### src/rtl/pulse_hs_pkg.sv
// Shared definitions for the pulse_hs_tx handshake transmitter.
//   hs_state_t       : four-phase handshake FSM state encoding
//   SYNC_STAGES_MIN  : smallest synchronizer depth the transmitter will build
package pulse_hs_pkg;

    localparam int SYNC_STAGES_MIN = 2;

    typedef enum logic [1:0] {
        ST_IDLE    = 2'd0,
        ST_REQ     = 2'd1,
        ST_RELEASE = 2'd2
    } hs_state_t;

endpackage

### src/rtl/sync_chain.sv
// Multi-flop level synchronizer with asynchronous clear.
// Ports:
//   clk : destination clock
//   clr : asynchronous, active-high clear (all stages to 0)
//   d   : asynchronous input level
//   q   : synchronized level, STAGES clk edges behind d
module sync_chain #(
    parameter int STAGES = 2
) (
    input  logic clk,
    input  logic clr,
    input  logic d,
    output logic q
);

    logic [STAGES-1:0] sync_q;

    always_ff @(posedge clk or posedge clr) begin
        if (clr) begin
            sync_q <= '0;
        end else begin
            sync_q <= {sync_q[STAGES-2:0], d};
        end
    end

    assign q = sync_q[STAGES-1];

endmodule

### src/rtl/pulse_hs_tx.sv
// Event-to-level four-phase handshake transmitter.
// Single-cycle events on evt_in are turned into req/ack handshakes towards a
// far clock domain. Events arriving while a handshake is in flight are held
// in a pending store and launched one per handshake.
//
// Ports:
//   clk     : source-domain clock
//   clr     : asynchronous, active-high reset
//   evt_in  : single-cycle event strobe (clk domain)
//   ack_in  : acknowledge level from far domain (asynchronous)
//   req_out : registered request level to far domain
//   busy    : high while a handshake is in progress
//   pending : accepted events not yet launched
//   done    : one-cycle pulse when a handshake completes
//   drop    : one-cycle pulse when an event is lost
//
// Build option: PULSE_HS_TX_QUEUE_EN
//   defined   : pending is a saturating counter up to 2^PEND_W-1
//   undefined : pending is a 1-deep flag (0 or 1), upper bits stay 0
//
// state      | meaning
// -----------+-----------------------------------------------
// ST_IDLE    | req_out low, waiting for work and ack_s low
// ST_REQ     | req_out high, waiting for ack_s high
// ST_RELEASE | req_out low, waiting for ack_s low to finish
module pulse_hs_tx
    import pulse_hs_pkg::*;
#(
    parameter int PEND_W      = 4,
    parameter int SYNC_STAGES = 2
) (
    input  logic              clk,
    input  logic              clr,
    input  logic              evt_in,
    input  logic              ack_in,
    output logic              req_out,
    output logic              busy,
    output logic [PEND_W-1:0] pending,
    output logic              done,
    output logic              drop
);

    localparam int SYNC_N = (SYNC_STAGES < SYNC_STAGES_MIN) ? SYNC_STAGES_MIN : SYNC_STAGES;

`ifdef PULSE_HS_TX_QUEUE_EN
    localparam logic [PEND_W-1:0] PEND_MAX = '1;
`else
    localparam logic [PEND_W-1:0] PEND_MAX = PEND_W'(1);
`endif

    hs_state_t         state;
    logic              ack_s;
    logic              launch;
    logic              take_pend;
    logic [PEND_W-1:0] pend_nxt;
    logic              drop_nxt;

    sync_chain #(
        .STAGES (SYNC_N)
    ) u_ack_sync (
        .clk (clk),
        .clr (clr),
        .d   (ack_in),
        .q   (ack_s)
    );

    // A stale ack (ack_s still high) blocks launching; events keep queuing.
    assign launch    = (state == ST_IDLE) && (evt_in || (pending != '0)) && !ack_s;
    assign take_pend = launch && (pending != '0);

    // A launch consumes exactly one event: the oldest pending one if any,
    // otherwise the event arriving this cycle. Net change is therefore
    // -1 (pending launched, no new event), 0, or +1 (event, no launch).
    always_comb begin
        pend_nxt = pending;
        drop_nxt = 1'b0;
        if (take_pend && !evt_in) begin
            pend_nxt = pending - PEND_W'(1);
        end else if (evt_in && !launch) begin
            if (pending == PEND_MAX) begin
                drop_nxt = 1'b1;
            end else begin
                pend_nxt = pending + PEND_W'(1);
            end
        end
    end

    always_ff @(posedge clk or posedge clr) begin
        if (clr) begin
            state   <= ST_IDLE;
            req_out <= 1'b0;
            busy    <= 1'b0;
            pending <= '0;
            done    <= 1'b0;
            drop    <= 1'b0;
        end else begin
            done    <= 1'b0;
            drop    <= drop_nxt;
            pending <= pend_nxt;
            case (state)
                ST_IDLE: begin
                    if (launch) begin
                        state   <= ST_REQ;
                        req_out <= 1'b1;
                        busy    <= 1'b1;
                    end
                end
                ST_REQ: begin
                    if (ack_s) begin
                        state   <= ST_RELEASE;
                        req_out <= 1'b0;
                    end
                end
                ST_RELEASE: begin
                    if (!ack_s) begin
                        state <= ST_IDLE;
                        busy  <= 1'b0;
                        done  <= 1'b1;
                    end
                end
                default: begin
                    state   <= ST_IDLE;
                    req_out <= 1'b0;
                    busy    <= 1'b0;
                end
            endcase
        end
    end

endmodule

### config.mk
export PLATFORM = sky130hd
export DESIGN_NAME = pulse_hs_tx
export DESIGN_NICKNAME = d
export VERILOG_FILES = /design/src/rtl/pulse_hs_pkg.sv /design/src/rtl/sync_chain.sv /design/src/rtl/pulse_hs_tx.sv
export SDC_FILE = /design/constraint.sdc
export NUM_CORES = 1
export LEC_CHECK = 0
export CAP_MARGIN = 30
export CORE_MARGIN = 2
export CORE_UTILIZATION = 48
export CTS_CLUSTER_SIZE = 14
export DETAILED_ROUTE_END_ITERATION = 8
export MAX_ROUTING_LAYER = met4
export PLACE_DENSITY = 0.71
export SYNTH_ARGS = -nofsm -noshare
export SYNTH_HDL_FRONTEND = slang
export SYNTH_SLANG_ARGS = --single-unit
### constraint.sdc
create_clock -name clk -period 1.83 [get_ports clk]
set_clock_uncertainty 0.05 [all_clocks]
set_input_delay 0.183 -clock clk [delete_from_list [all_inputs] [get_ports clk]]
set_output_delay 0.183 -clock clk [all_outputs]
set_load 0.05 [all_outputs]
# == Word level (Yosys, flattened, before mapping) ==
# Cells that the tools add are included.
# W data, S select, Z words.
# word_totals
register_bits,12
in_bits,4
output_inout_bits,8
elab_cells,51
# classes
addsub,2
n_eq_ne,7
muxes,17
n_bitwise,2
reduce_logical,16
# ops
operator,count
$mux W4,3
$reduce_and A3 Y1,3
$mux W1,8
$mux W2,3
$ne A2 B2 Y1 const B,3
$pmux W1 S3,2
$pmux W2 S3,1
$logic_and A1 B1 Y1,5
$add A4 B1 Y4 const B,1
$eq A4 B1 Y1 const B,1
$reduce_bool A4 Y1,1
$sub A4 B1 Y4 const B,1
$logic_not A1 Y1,3
$eq A2 B1 Y1 const B,1
$eq A2 B2 Y1 const B,1
$logic_not A2 Y1,1
$ne A2 B1 Y1 const B,1
$not A1 Y1,2
$reduce_and A2 Y1,1
$reduce_bool A2 Y1,1
$logic_or A1 B1 Y1,1

# == Longest topological paths before layout ==
# depth
ltp_word,8
ltp_mapped,6

# == Hierarchy ==
# From an unflattened synthesis, not the netlist that was laid out.
# hier_totals
hier_cells,59
hier_area_um2,625.6
# by_module_without_submodules
module,instances,cells_each,area_per_inst_um2,seq_area_each_um2
pulse_hs_tx,1,56,571.8,250.2
sync_chain,1,3,53.8,50.0

# == Least setup slack after synthesis ==
# No wires, ideal clock.
# synth_path
kind,register to register
startpoint,register pending[1]
endpoint,register pending[2]
setup_time_ps,146
arrival_time_ps,1679
slack_ps,-44
stages_incl_launch_ff,7
n_path_buf,0
synth_period_minus_slack_ps,1874
cell_sequence,dfrtp_1 -> inv_1 -> ha_1 -> nor3b_2 -> nor3_4 -> a22oi_2 -> xnor2_1
# synth_between
elab_chain_len,8
elab_cells_between_ends,17
classes_between,add/sub: 2; eq/ne: 2; mux: 3; reduce/logical: 10
# synth_rtl
item,line,rtl
start: declaration,pulse_hs_tx.sv:38,"output logic [PEND_W-1:0] pending,"
start signal: assignment,pulse_hs_tx.sv:99,pending <= pend_nxt;
branches (longest 8 deep; another with $add A4 B1 Y4),n/a,
# Several ways; the timed one is not identified. The select of a mux whose other input is x is not followed.
# A chain may end at the register's enable or synchronous reset.

# == Final worst setup path ==
# layout_path
startpoint,register pending[0]
endpoint,output pending[0]
# No word-level cell between the ends.

==> impl_metrics.xml <==
<?xml version="1.0" encoding="UTF-8"?>
<metrics>
  <group name="floorplan">
    <metric name="io-pin-count" unit="">12</metric>
    <metric name="floorplan.initialDensity" unit="">0.497</metric>
    <metric name="std_cell_rows" unit="">13</metric>
    <metric name="fp.coreArea" unit="sq um">1270</metric>
    <metric name="floorplan.die_area" unit="sq um">1620</metric>
    <metric name="die_extent_in_y" unit="microns">40.2</metric>
    <metric name="die_width" unit="microns">40.2</metric>
  </group>
  <group name="synth">
    <metric name="postSynth.topFlopCell" unit="">dfrtp_1</metric>
    <metric name="synth-async-reset-ratio" unit="">1.00</metric>
    <metric name="synthesis_stage_register_bit_count" unit="">12</metric>
    <metric name="syn-instance-count" unit="">60</metric>
    <metric name="synth_area_per_cell" unit="sq um">10.5</metric>
    <metric name="synth.lib_cells_used.distinct" unit="">24</metric>
    <metric name="synth_sequential_area_ratio" unit="">0.476</metric>
    <metric name="post_synth_instance_area" unit="sq um">631</metric>
    <metric name="edff_count_synth" unit="">0</metric>
    <metric name="syn_nets" unit="">68</metric>
    <metric name="synth_warnings" unit="">0</metric>
  </group>
  <group name="clock_tree">
    <metric name="post-cts-setup-buffers" unit="">0</metric>
    <metric name="clock_latency" unit="ns">0.27</metric>
    <metric name="number_of_buffers_created_by_cts" unit="">3</metric>
    <metric name="clkTransAtPathRegs" unit="ns">0.07</metric>
    <metric name="cts-root-to-sink-buffers" unit="">2</metric>
    <metric name="clk_sink_count" unit="">12</metric>
    <metric name="htree_num_levels" unit="">1</metric>
    <metric name="clockRootBuffer" unit="">clkbuf_4</metric>
    <metric name="clock_tree_from_tritoncts" unit="">built</metric>
  </group>
  <group name="finish">
    <metric name="n_antenna_cell" unit="">0</metric>
    <metric name="final_net_count" unit="">83</metric>
    <metric name="mostFrequentLayoutCell" unit="">dfrtp_1</metric>
    <metric name="most-common-layout-cells" unit="">10 x dfrtp_1, 9 x nor2_1, 8 x clkdlybuf4s50_1, 5 x inv_1, 4 x ha_1</metric>
    <metric name="drive_gt1_frac" unit="">0.164</metric>
    <metric name="layout.cells.non_filler" unit="">88</metric>
    <metric name="layout-area-overhead-vs-synth" unit="%">22.4</metric>
  </group>
  <group name="pwr">
    <metric name="share_comb_of_total_power" unit="">0.503</metric>
    <metric name="share_clk_of_total_power" unit="">0.122</metric>
    <metric name="p_seq_frac" unit="">0.375</metric>
    <metric name="cellInternalPower" unit="mW">0.683</metric>
    <metric name="max-vdd-ir-drop" unit="mV">1.11</metric>
    <metric name="overall_power_consumption" unit="mW">1.31</metric>
    <metric name="switching_power" unit="mW">0.624</metric>
    <metric name="switching_share" unit="">0.477</metric>
    <metric name="power-per-cell-area" unit="nW/um^2">1690</metric>
    <metric name="p_leak" unit="nW">0.338</metric>
  </group>
  <group name="placed_design">
    <metric name="io_buffers" unit="">11</metric>
    <metric name="detail_placement_hpwl" unit="microns">813</metric>
    <metric name="place_ws" unit="ns">0.146</metric>
    <metric name="place_inst" unit="">85</metric>
    <metric name="gp_congestion" unit="">0.826</metric>
  </group>
  <group name="timing">
    <metric name="slew_violations" unit="">0</metric>
    <metric name="max_slew_margin" unit="">0.671</metric>
    <metric name="fin_setup_tns" unit="ns">0</metric>
    <metric name="hold_viol" unit="">0</metric>
    <metric name="holdWs" unit="ns">0.157</metric>
    <metric name="setup_ws" unit="ns">0.0686</metric>
    <metric name="final.period_utilization" unit="">0.963</metric>
    <metric name="timing_worst_slew_pin_value" unit="ns">0.491</metric>
    <metric name="rsz_0062_raised_after_global_routing" unit="">false</metric>
    <metric name="period_needed" unit="ns">1.76</metric>
    <metric name="setup_viol" unit="">0</metric>
    <metric name="max_freq" unit="GHz">0.568</metric>
  </group>
  <group name="grt">
    <metric name="grt_usage" unit="">0.181</metric>
    <metric name="grt_remaining_overflow" unit="">0</metric>
    <metric name="first_global_vias" unit="">411</metric>
    <metric name="grt_start_max_net_pins" unit="">13</metric>
    <metric name="grt_antenna_before_repair" unit="">0</metric>
    <metric name="global_route_wire_length_before_repair" unit="microns">1790</metric>
  </group>
  <group name="setup_path">
    <metric name="endpoint_arrival_time_on_the_critical_path" unit="ns">1.53</metric>
    <metric name="slowest_delay" unit="ns">0.82</metric>
    <metric name="cp_num_cells" unit="">1</metric>
    <metric name="crit_type" unit="">reg -&gt; out</metric>
    <metric name="timing.critical_path.slowest_stage_cell" unit="">clkdlybuf4s50_1</metric>
    <metric name="cp_max_fo" unit="">7</metric>
    <metric name="kind_of_start_point_of_the_critical_path" unit="">flip-flop</metric>
    <metric name="kind_of_capture_point_of_the_worst_setup_path" unit="">output pin</metric>
    <metric name="critical_path_required" unit="ns">1.60</metric>
    <metric name="ordered_list_of_cells_on_the_worst_path" unit="">clkdlybuf4s50_1</metric>
    <metric name="ff2ff_path_depth" unit="">6</metric>
    <metric name="path_buf_inv" unit="">1</metric>
    <metric name="path_delay_family" unit="">buffers and inverters</metric>
  </group>
  <group name="routing">
    <metric name="post_detailed_route_drc_marker_count" unit="">0</metric>
    <metric name="vias" unit="">465</metric>
    <metric name="first_iter_violations" unit="">10</metric>
    <metric name="detailedRoute.firstPassIterationCount" unit="">4</metric>
    <metric name="totalWireLength" unit="microns">1150</metric>
    <metric name="number_of_nets_still_failing_antenna_checks_after_routing" unit="">0</metric>
    <metric name="routed_via_density" unit="">5.28</metric>
    <metric name="detail_route.wl_per_cell" unit="microns">13.1</metric>
  </group>
  <group name="worst_hold_path">
    <metric name="min-delay-path-class" unit="">in -&gt; async</metric>
  </group>
  <group name="job">
    <metric name="max_cap_violations" unit="">0</metric>
  </group>
  <group name="status">
    <metric name="run_status" unit="">completed</metric>
  </group>
</metrics>
==> what timing repair did <==
item | 4_1_cts | 5_1_grt
hold buffers | 0 | 0
endpoints found under the setup margin | 0 | 1
gates resized for setup | 0 | 1
==> through the flow <==
step	util	instance area, sq um
final	0.608	772
after global routing	0.608	772
after CTS	0.604	766
after detailed placement	0.586	743
after global placement	0.586	743
after floorplan	-	633
==> state kept, by name (all words and copies together) (netlist names) <==
| signal | cells |
|---|---|
| drop | 1 |
| pending | 4 |
| req_out | 1 |
| done | 1 |
| busy | 1 |
| u_ack_sync.sync_q | 2 |
| state | 2 |
==> per-layer routing <==
| layer | up-vias | routed length (microns) | GRT usage | share of wire |
|---|---|---|---|---|
| li1 | 232 | - | - | - |
| met1 | 218 | 524 | 0.247 | 0.46 |
| met2 | 10 | 544 | 0.238 | 0.47 |
| met3 | 5 | 46 | 0.0500 | 0.040 |
| met4 | 0 | 34 | 0.100 | 0.030 |
| met5 | - | 0 | - | 0 |
==> layout make-up <==
type                       count  area [sq um]
sequential                    12           303
inverter                       5          18.8
tap                           15          18.8
fill                         104           497
timing repair buffer          11           103
clock buffer                   3          22.5
multi-input combinational     42           307
==> power groups by stage <==
stage / logic [mW] / registers (mW) / clock network, mW
floorplan: 0.261 / 0.682 / 0
global placement: 0.649 / 0.475 / 0
detailed placement: 0.646 / 0.485 / 0
CTS: 0.651 / 0.480 / 0.165
global route: 0.713 / 0.508 / 0.175
finish: 0.657 / 0.491 / 0.159
==> cells in the mapped netlist, types with 2 or more instances <==
cell type	n	share of area
nor3_1	3	0.024
nand2_1	2	0.012
xnor2_1	3	0.042
nor2_1	9	0.054
dfrtp_1	12	0.48
ha_1	4	0.079
o21ai_0	3	0.024
nor3b_1	3	0.036
inv_1	5	0.030
a21oi_1	2	0.016
==> cell families (layout without fill, tap and decap cells) <==
group	count (synthesis)	count (layout)	share of synthesized area
adder cells (fa/ha/maj)	4	4	0.0794
XOR/XNOR	4	4	0.0556
AO/OA/AOI/OAI	11	11	0.121
buffers and inverters	6	19	0.0476
AND/OR/NAND/NOR	23	23	0.220
flip-flops	12	12	0.476
==> final timing paths <==
path / slack, ns / to / from
min in group clk: 0.30 / u_ack_sync.sync_q[1]$_DFF_PP0_ / u_ack_sync.sync_q[0]$_DFF_PP0_
worst min-delay path: 0.16 / pending[2]$_DFFE_PP0P_ / clr
max in group asynchronous: 1.23 / pending[0]$_DFFE_PP0P_ / clr
worst min register to register: 0.30 / u_ack_sync.sync_q[1]$_DFF_PP0_ / u_ack_sync.sync_q[0]$_DFF_PP0_
worst max register to register: 0.17 / busy$_DFFE_PP0P_ / pending[1]$_DFFE_PP0P_
worst max-delay path: 0.07 / pending[0] / pending[0]$_DFFE_PP0P_
No activity file was read; power rests on OpenSTA's default activity.
